## src/rtl/instr_fetch_unit.sv

```systemverilog
// Byte-to-word instruction fetch: issues four byte addresses per instruction, assembles the
// returned bytes little-endian and presents the word with its PC on a valid/ready handshake.
module instr_fetch_unit #(
   parameter int unsigned ROM_LATENCY = 1,
   parameter logic [31:0] RESET_PC    = 32'h0
) (
   input  logic        clk,
   input  logic        rst,
   input  logic        start,
   input  logic [31:0] start_pc,
   input  logic        redirect_valid,
   input  logic [31:0] redirect_pc,
   input  logic        stop,
   output logic [31:0] rom_addr,
   input  logic [7:0]  rom_data,
   output logic [31:0] instr,
   output logic [31:0] instr_pc,
   output logic        instr_valid,
   input  logic        instr_ready,
   output logic        busy
);

   typedef enum logic [1:0] {S_IDLE, S_FETCH, S_HOLD} state_t;

   state_t      r_state;
   state_t      w_next;
   logic [31:0] r_fetch_pc;
   logic [2:0]  r_issue_cnt;
   logic [31:0] r_instr;
   logic [31:0] r_instr_pc;
   logic        r_pipe_v   [ROM_LATENCY];
   logic [1:0]  r_pipe_idx [ROM_LATENCY];

   logic        w_issue;
   logic        w_emerge_v;
   logic [1:0]  w_emerge_idx;
   logic        w_cap3;
   logic        w_accept;
   logic [1:0]  w_off;

   assign w_issue      = (r_state == S_FETCH) && !r_issue_cnt[2];
   assign w_emerge_v   = r_pipe_v[ROM_LATENCY-1];
   assign w_emerge_idx = r_pipe_idx[ROM_LATENCY-1];
   assign w_cap3       = (r_state == S_FETCH) && w_emerge_v && (w_emerge_idx == 2'd3);
   assign w_accept     = (r_state == S_HOLD) && instr_ready;
   assign w_off        = r_issue_cnt[2] ? 2'd3 : r_issue_cnt[1:0];

   always_ff @(posedge clk or posedge rst) begin
      if (rst) r_state <= S_IDLE;
      else     r_state <= w_next;
   end

   always_comb begin
      w_next = r_state;
      if (stop)
         w_next = S_IDLE;
      else if (redirect_valid)
         w_next = S_FETCH;
      else begin
         case (r_state)
            S_IDLE:  if (start)    w_next = S_FETCH;
            S_FETCH: if (w_cap3)   w_next = S_HOLD;
            S_HOLD:  if (w_accept) w_next = S_FETCH;
            default: w_next = S_IDLE;
         endcase
      end
   end

   always_comb begin
      rom_addr    = r_fetch_pc;
      instr_valid = 1'b0;
      busy        = 1'b1;
      case (r_state)
         S_IDLE:  busy = 1'b0;
         S_FETCH: rom_addr = r_fetch_pc + {30'b0, w_off};
         S_HOLD: begin
            rom_addr    = r_fetch_pc + {30'b0, w_off};
            instr_valid = 1'b1;
         end
         default: busy = 1'b0;
      endcase
   end

   assign instr    = r_instr;
   assign instr_pc = r_instr_pc;

   // Every restart (start, redirect, accept) zeroes the counter, the return pipe and the
   // assembly register so bytes of an abandoned fetch cannot leak into a later word.
   always_ff @(posedge clk or posedge rst) begin
      if (rst) begin
         r_fetch_pc  <= RESET_PC;
         r_issue_cnt <= '0;
         r_instr     <= '0;
         r_instr_pc  <= '0;
         for (int unsigned i = 0; i < ROM_LATENCY; i++) begin
            r_pipe_v[i]   <= 1'b0;
            r_pipe_idx[i] <= '0;
         end
      end else if (stop || redirect_valid || (r_state == S_IDLE && start) || w_accept) begin
         if (stop)
            r_fetch_pc <= r_fetch_pc;
         else if (redirect_valid)
            r_fetch_pc <= redirect_pc;
         else if (r_state == S_IDLE)
            r_fetch_pc <= start_pc;
         else
            r_fetch_pc <= r_fetch_pc + 32'd4;
         r_issue_cnt <= '0;
         if (!stop) r_instr <= '0;
         for (int unsigned i = 0; i < ROM_LATENCY; i++) begin
            r_pipe_v[i]   <= 1'b0;
            r_pipe_idx[i] <= '0;
         end
      end else if (r_state == S_FETCH) begin
         if (w_issue) r_issue_cnt <= r_issue_cnt + 3'd1;
         r_pipe_v[0]   <= w_issue;
         r_pipe_idx[0] <= r_issue_cnt[1:0];
         for (int unsigned i = 1; i < ROM_LATENCY; i++) begin
            r_pipe_v[i]   <= r_pipe_v[i-1];
            r_pipe_idx[i] <= r_pipe_idx[i-1];
         end
         if (w_emerge_v) r_instr[{w_emerge_idx, 3'b000} +: 8] <= rom_data;
         if (w_cap3)     r_instr_pc <= r_fetch_pc;
      end
   end

endmodule

```

## config.mk

```make
export PLATFORM = sky130hd
export DESIGN_NAME = instr_fetch_unit
export DESIGN_NICKNAME = d
export VERILOG_FILES = /design/src/rtl/instr_fetch_unit.sv
export SDC_FILE = /design/constraint.sdc
export NUM_CORES = 1
export LEC_CHECK = 0
export CORE_MARGIN = 8
export CORE_UTILIZATION = 30
export CTS_CLUSTER_SIZE = 8
export DETAILED_ROUTE_END_ITERATION = 10
export DONT_BUFFER_PORTS = 1
export GPL_TIMING_DRIVEN = 0
export PLACE_DENSITY = 0.43
export RECOVER_POWER = 50
export SLEW_MARGIN = 10
export SYNTH_ARGS = -nofsm -noshare
export SYNTH_HDL_FRONTEND = slang
export SYNTH_SLANG_ARGS = --single-unit
```

## constraint.sdc

```tcl
create_clock -name clk -period 5.2 [get_ports clk]
set_clock_uncertainty 0.1 [all_clocks]
set_input_delay 1.56 -clock clk [delete_from_list [all_inputs] [get_ports clk]]
set_output_delay 1.56 -clock clk [all_outputs]
set_load 0.02 [all_outputs]
```

# Yosys cells after proc, flatten, opt, wreduce, memory -nomap -nowiden

Cells that the tools add are included.

Add/subtract/negate cells: 4
Equality and inequality tests: 7
Shift-type cells: 2
Mux-type cells: 24
Bitwise logic cells: 2
Reductions and logical operators: 19

Operator list:

| cell                   | count |
|---|---|
| $mux 32                | 7 |
| $add 32x2->32          | 1 |
| $add 32x3->32 const B  | 1 |
| $bwmux 32              | 1 |
| $shift 8x7->32 const A | 1 |
| $shiftx 8x7->32        | 1 |
| $mux 2                 | 8 |
| $ne 4x4->1 const B     | 3 |
| $mux 3                 | 3 |
| $reduce_and 3->1       | 3 |
| $neg 5->7              | 1 |
| $pmux 2 s3             | 1 |
| $reduce_bool 2->1      | 3 |
| $logic_and 1x1->1      | 5 |
| $eq 2x2->1 const B     | 2 |
| $mux 1                 | 4 |
| $reduce_and 2->1       | 2 |
| $add 3x1->3 const B    | 1 |
| $logic_or 1x1->1       | 3 |
| $eq 2x1->1 const B     | 1 |
| $logic_not 2->1        | 1 |
| $ne 2x2->1 const B     | 1 |
| $not 1->1              | 2 |
| $reduce_or 2->1        | 1 |
| $logic_not 1->1        | 1 |

Register bits: 104
Bits of input ports: 78
Output and inout bits: 98
Word-level logic and storage cells: 65

# Longest topological paths before layout

Gate-level depths: netlist (run 1).

Depth after elaboration: 7
Mapped depth: 9
Gate-level depth less buffers: 7

# Least setup slack after synthesis (run 1)

OpenSTA, ideal clock, no wires.

Path type: reg2out
Start point: register r_issue_cnt[1]
End point: output rom_addr[19]
Arrival: 2.007 ns
Required time: 3.540 ns
Slack: 1.533 ns
Stages on the path, launching flop included: 9
Path buffers: 1
Cells stage by stage: dfrtp_1 -> or2_2 -> ha_1 -> a21oi_1 -> nor2b_1 -> clkbuf_1 -> nand2_1 -> nor2_1 -> xor2_1

Word-level cells in the longest chain between the ends: 3

Ends and longest elaborated chain:

| element                | RTL line | text |
|---|---|---|
| start, declared        | 28       | `logic [2:0] r_issue_cnt;` |
| start signal, assigned | 115      | `if (w_issue) r_issue_cnt <= r_issue_cnt + 3'd1;` |
| $mux 2                 | 46       | `assign w_off = r_issue_cnt[2] ? 2'd3 : r_issue_cnt[1:0];` |
| $add 32x2->32          | 75, 77   |  |
| $mux 32                | n/a      |  |
| end, declared          | 14       | `output logic [31:0] rom_addr,` |

No other way between the ends.

# Worst setup path in the final report (run 1)

Start point: register r_issue_cnt[1]
End point: output rom_addr[25]

The elaborated chain is that of the path after synthesis.

==> metrics.md, run 1 <==
| Metric | Value |
|---|---|
| Crit-path max FO | 8 |
| Post-synth top flop | dfrtp_1 |
| Most common library cells after synthesis | 107 x nand2_1, 104 x dfrtp_1, 77 x o21ai_0, 51 x nor2_1, 31 x mux2_2 |
| Layout cells sized above 1 | 12.3% |
| Total power | around 2100 µW |
| Hpwl dp | 15500 µm |
| Worst-margin pin slew | 2410 ps |
| Nets | 735 |
| Vias per cell | 5.32 |
| Worst-skew pair later-pin latency | 360 ps |
| Layout Utilization | roughly 34% |
| WS Path Type | flip-flop to output pin |
| Status | finished, violations left |
| Post-CTS Setup Inserts | 0 |
| Count leader, synth | nand2_1 |
| Met3 wire len | 2380 µm |
| Cts hold-fix bufs | 0 |
| Complex-gate fraction of the synthesized area | a little under a fifth |
| Startpoint Class | flip-flop |
| Post-route DRC | 0 |
| Total global-route track usage | 17.2% |
| Row Count | 50 |
| Met2 WL | 9400 µm |
| Pins Over Slew Limit | 56 |
| Xor/xnor share of the synthesized area | 4.85% |
| Die W | approximately 150 µm |
| Routed wire length | between 20000 and 25000 µm |
| Global-route wire length before repair | just over 30000 µm |
| RSZ-0062 raised after global routing | no |
| Global route total overflow | 0 |
| EDFF count, synth | 0 |
| HP Class | flip-flop to flip-flop |
| GP Congestion | 0.809 |
| CTS tree | built |
| CTS resizes | 0 |
| Adder-cell share of the synthesized area | 2.94% |
| CP arrival | 3030 ps |
| Iteration-0 DRC Markers | 315 |
| Largest family of logic cells by synthesized area | compound AO/OA/AOI/OAI gates |
| Mux cell area share after synthesis | roughly 6.7% |
| DR pass1 iterations | 7 |
| Cell Area, Synth | 0.00578 mm² |
| Largest net degree at the start of global routing | 56 |
| Sequential share of the synthesized area | ~45% |
| H-Tree Depth | 3 |
| Simple logic cell fraction of the synthesized area | between 10% and 20% |
| Port Buffers | 0 |
| Tcrit/Tclk final | 90.2% |
| Die height | 155 µm |
| Required @ worst endpoint | 3540 ps |
| Pre-CTS WS | about 830 ps |
| Layout Area Growth over Synthesis | 10.7% |
| Post-route ant nets | 0 |
| Total number of vias | 4838 |
| Final setup violation count | 0 |
| Syn Area/Cell | 9.15 µm² |
| Worst rel slew slack | -61.5% |
| DR top layer | met5 |
| Std-Cell Core Area | 0.0188 mm² |
| Fmax | approximately 210 MHz |
| CTS max path bufs | 2 |
| Power per Cell Area | about 330 mW/mm² |
| Die Area | 0.0240 mm² |
| IO Pins | 176 |
| Yosys warnings | 0 |
| Clock-pin transition on the worst setup and hold timing paths | 70 ps |
| Max rail drop VDD | between 100 and 150 µV |
| Metal-1 WL | 8630 µm |
| Max-cap violations | 1 |
| Synth area leaders | dfrtp_1 45%, nand2_1 6.9%, o21ai_0 6.7% |
| Post-synth top area share | 45.0% |
| Synthesized flop and latch total | 104 |
| Starting Density | between 30 and 40% |
| Setup ws final | 510 ps |
| CP Capture Type | output pin |
| Failing checks | capacitance limit, slew limit |
| Post-synth top area cell | dfrtp_1 |
| CTS Buf Count | 9 |
| Vias in the first global route | 4887 |
| Syn_nets | between 700 and 800 |
| Initial antenna violation count | 1 |
| Hold Slack | about 430 ps |
| Static leakage | ~0.0027 µW |
| WL/cell | 22.7 µm |
| Synth async-reset ratio | 100% |
| Clock Sinks | 104 |
| Root buffer cell | clkbuf_16 |
| Final Hold Viols | 0 |
| Synthesized instance count | 632 |
| Setup TNS | 0 ps |
| Post-synthesis cell type count | 56 |
| Minimum clock period | 4690 ps |
sequential cells by signal (all words and copies together) (netlist names):
register     cells
r_pipe_idx       2
r_fetch_pc      32
instr_pc        32
r_pipe_v         1
instr           32
r_state          2
r_issue_cnt      3
critical path, cell delays in order, from the launching register on:
cell and delay (ps):
dfrtp_1 420, or2_2 330, ha_1 280, a21oi_1 50, nor2b_1 110, clkbuf_1 460
nand2_1 350, nor2_1 210, xor2_1 460
final timing paths:
kind	from	endpoint	slack, ps	cells past startpoint
max in group asynchronous	rst	instr_pc[6]	1210	2
min in group asynchronous	rst	instr_pc[23]	1620	1
worst max register to register	r_state[0]	r_fetch_pc[16]	2250	8
worst min-delay path	r_issue_cnt[2]	r_pipe_v	430	1
worst min register to register	r_issue_cnt[2]	r_pipe_v	430	1
worst max-delay path	r_issue_cnt[1]	rom_addr[25]	510	8
area by class of cell:
type,instances,area (µm²)
Fill cell,1986,12400
Multi-Input combinational cell,470,2940
Sequential cell,104,2600
Tap cell,260,325
Clock buffer,9,225
Buffer,46,200
Clock inverter,7,61.3
Inverter,12,46.3
Timing Repair Buffer,1,5.00
Antenna cell,1,2.50
cells in the final DEF, fill, tap and decap left out, types with 4 or more instances in the layout:
cell and count:
nor4_1 4, a22o_1 9, ha_1 12, nand2_1 107
nand4_1 10, or2_2 4, a22oi_1 13, nor2_1 51
o31ai_1 5, dfrtp_1 104, o2bb2ai_1 6, xor2_1 5
o31a_1 5, o21ai_0 77, a222oi_1 6, o22ai_1 4
clkbuf_16 9, o21ai_1 4, clkbuf_1 24, mux2i_1 4
inv_1 10, nor3_1 7, mux2_2 31, and3_1 8
and4_1 4, xnor2_1 27, a21oi_1 21, nand3_1 9
buf_2 18
layer usage:
| layer | global-route usage, % | up-vias |
|---|---|---|
| met5 | 0 | - |
| met4 | 4.81 | 2 |
| met3 | 7.17 | 18 |
| met2 | 26.5 | 190 |
| met1 | 21.6 | 2361 |
| li1 | - | 2267 |
kinds of logic (layout without fill, tap and decap cells):
kind of cell    count (synthesis)  after routing
other cells                     0              1
mux                            35             35
xor+xnor                       32             32
buf+inv                        58             75
simple gates                  219            219
fa+ha+maj                      13             13
flops                         104            104
compound gates                171            171
through the flow:
stage / std cells / instance area (µm²)
floorplan: 632 / 5780
global placement: 892 / 6110
detailed placement: 893 / 6140
CTS: 909 / 6430
global route: 909 / 6400
finish: 910 / 6400
report_power, final:
group	internal, µW	switching (µW)	total (µW)
registers	868	79.6	948
clock network	336	344	680
logic	145	345	490
(Power assumes the default switching activity.)
==> inputs of run 2 (changes only) <==
Settings changed: ABC_CLOCK_PERIOD_IN_PS set to 5200, SLEW_MARGIN 10 to unset.
==> results of run 2 <==
Same layout as run 1: the final DEF is identical, and so are final timing and power.
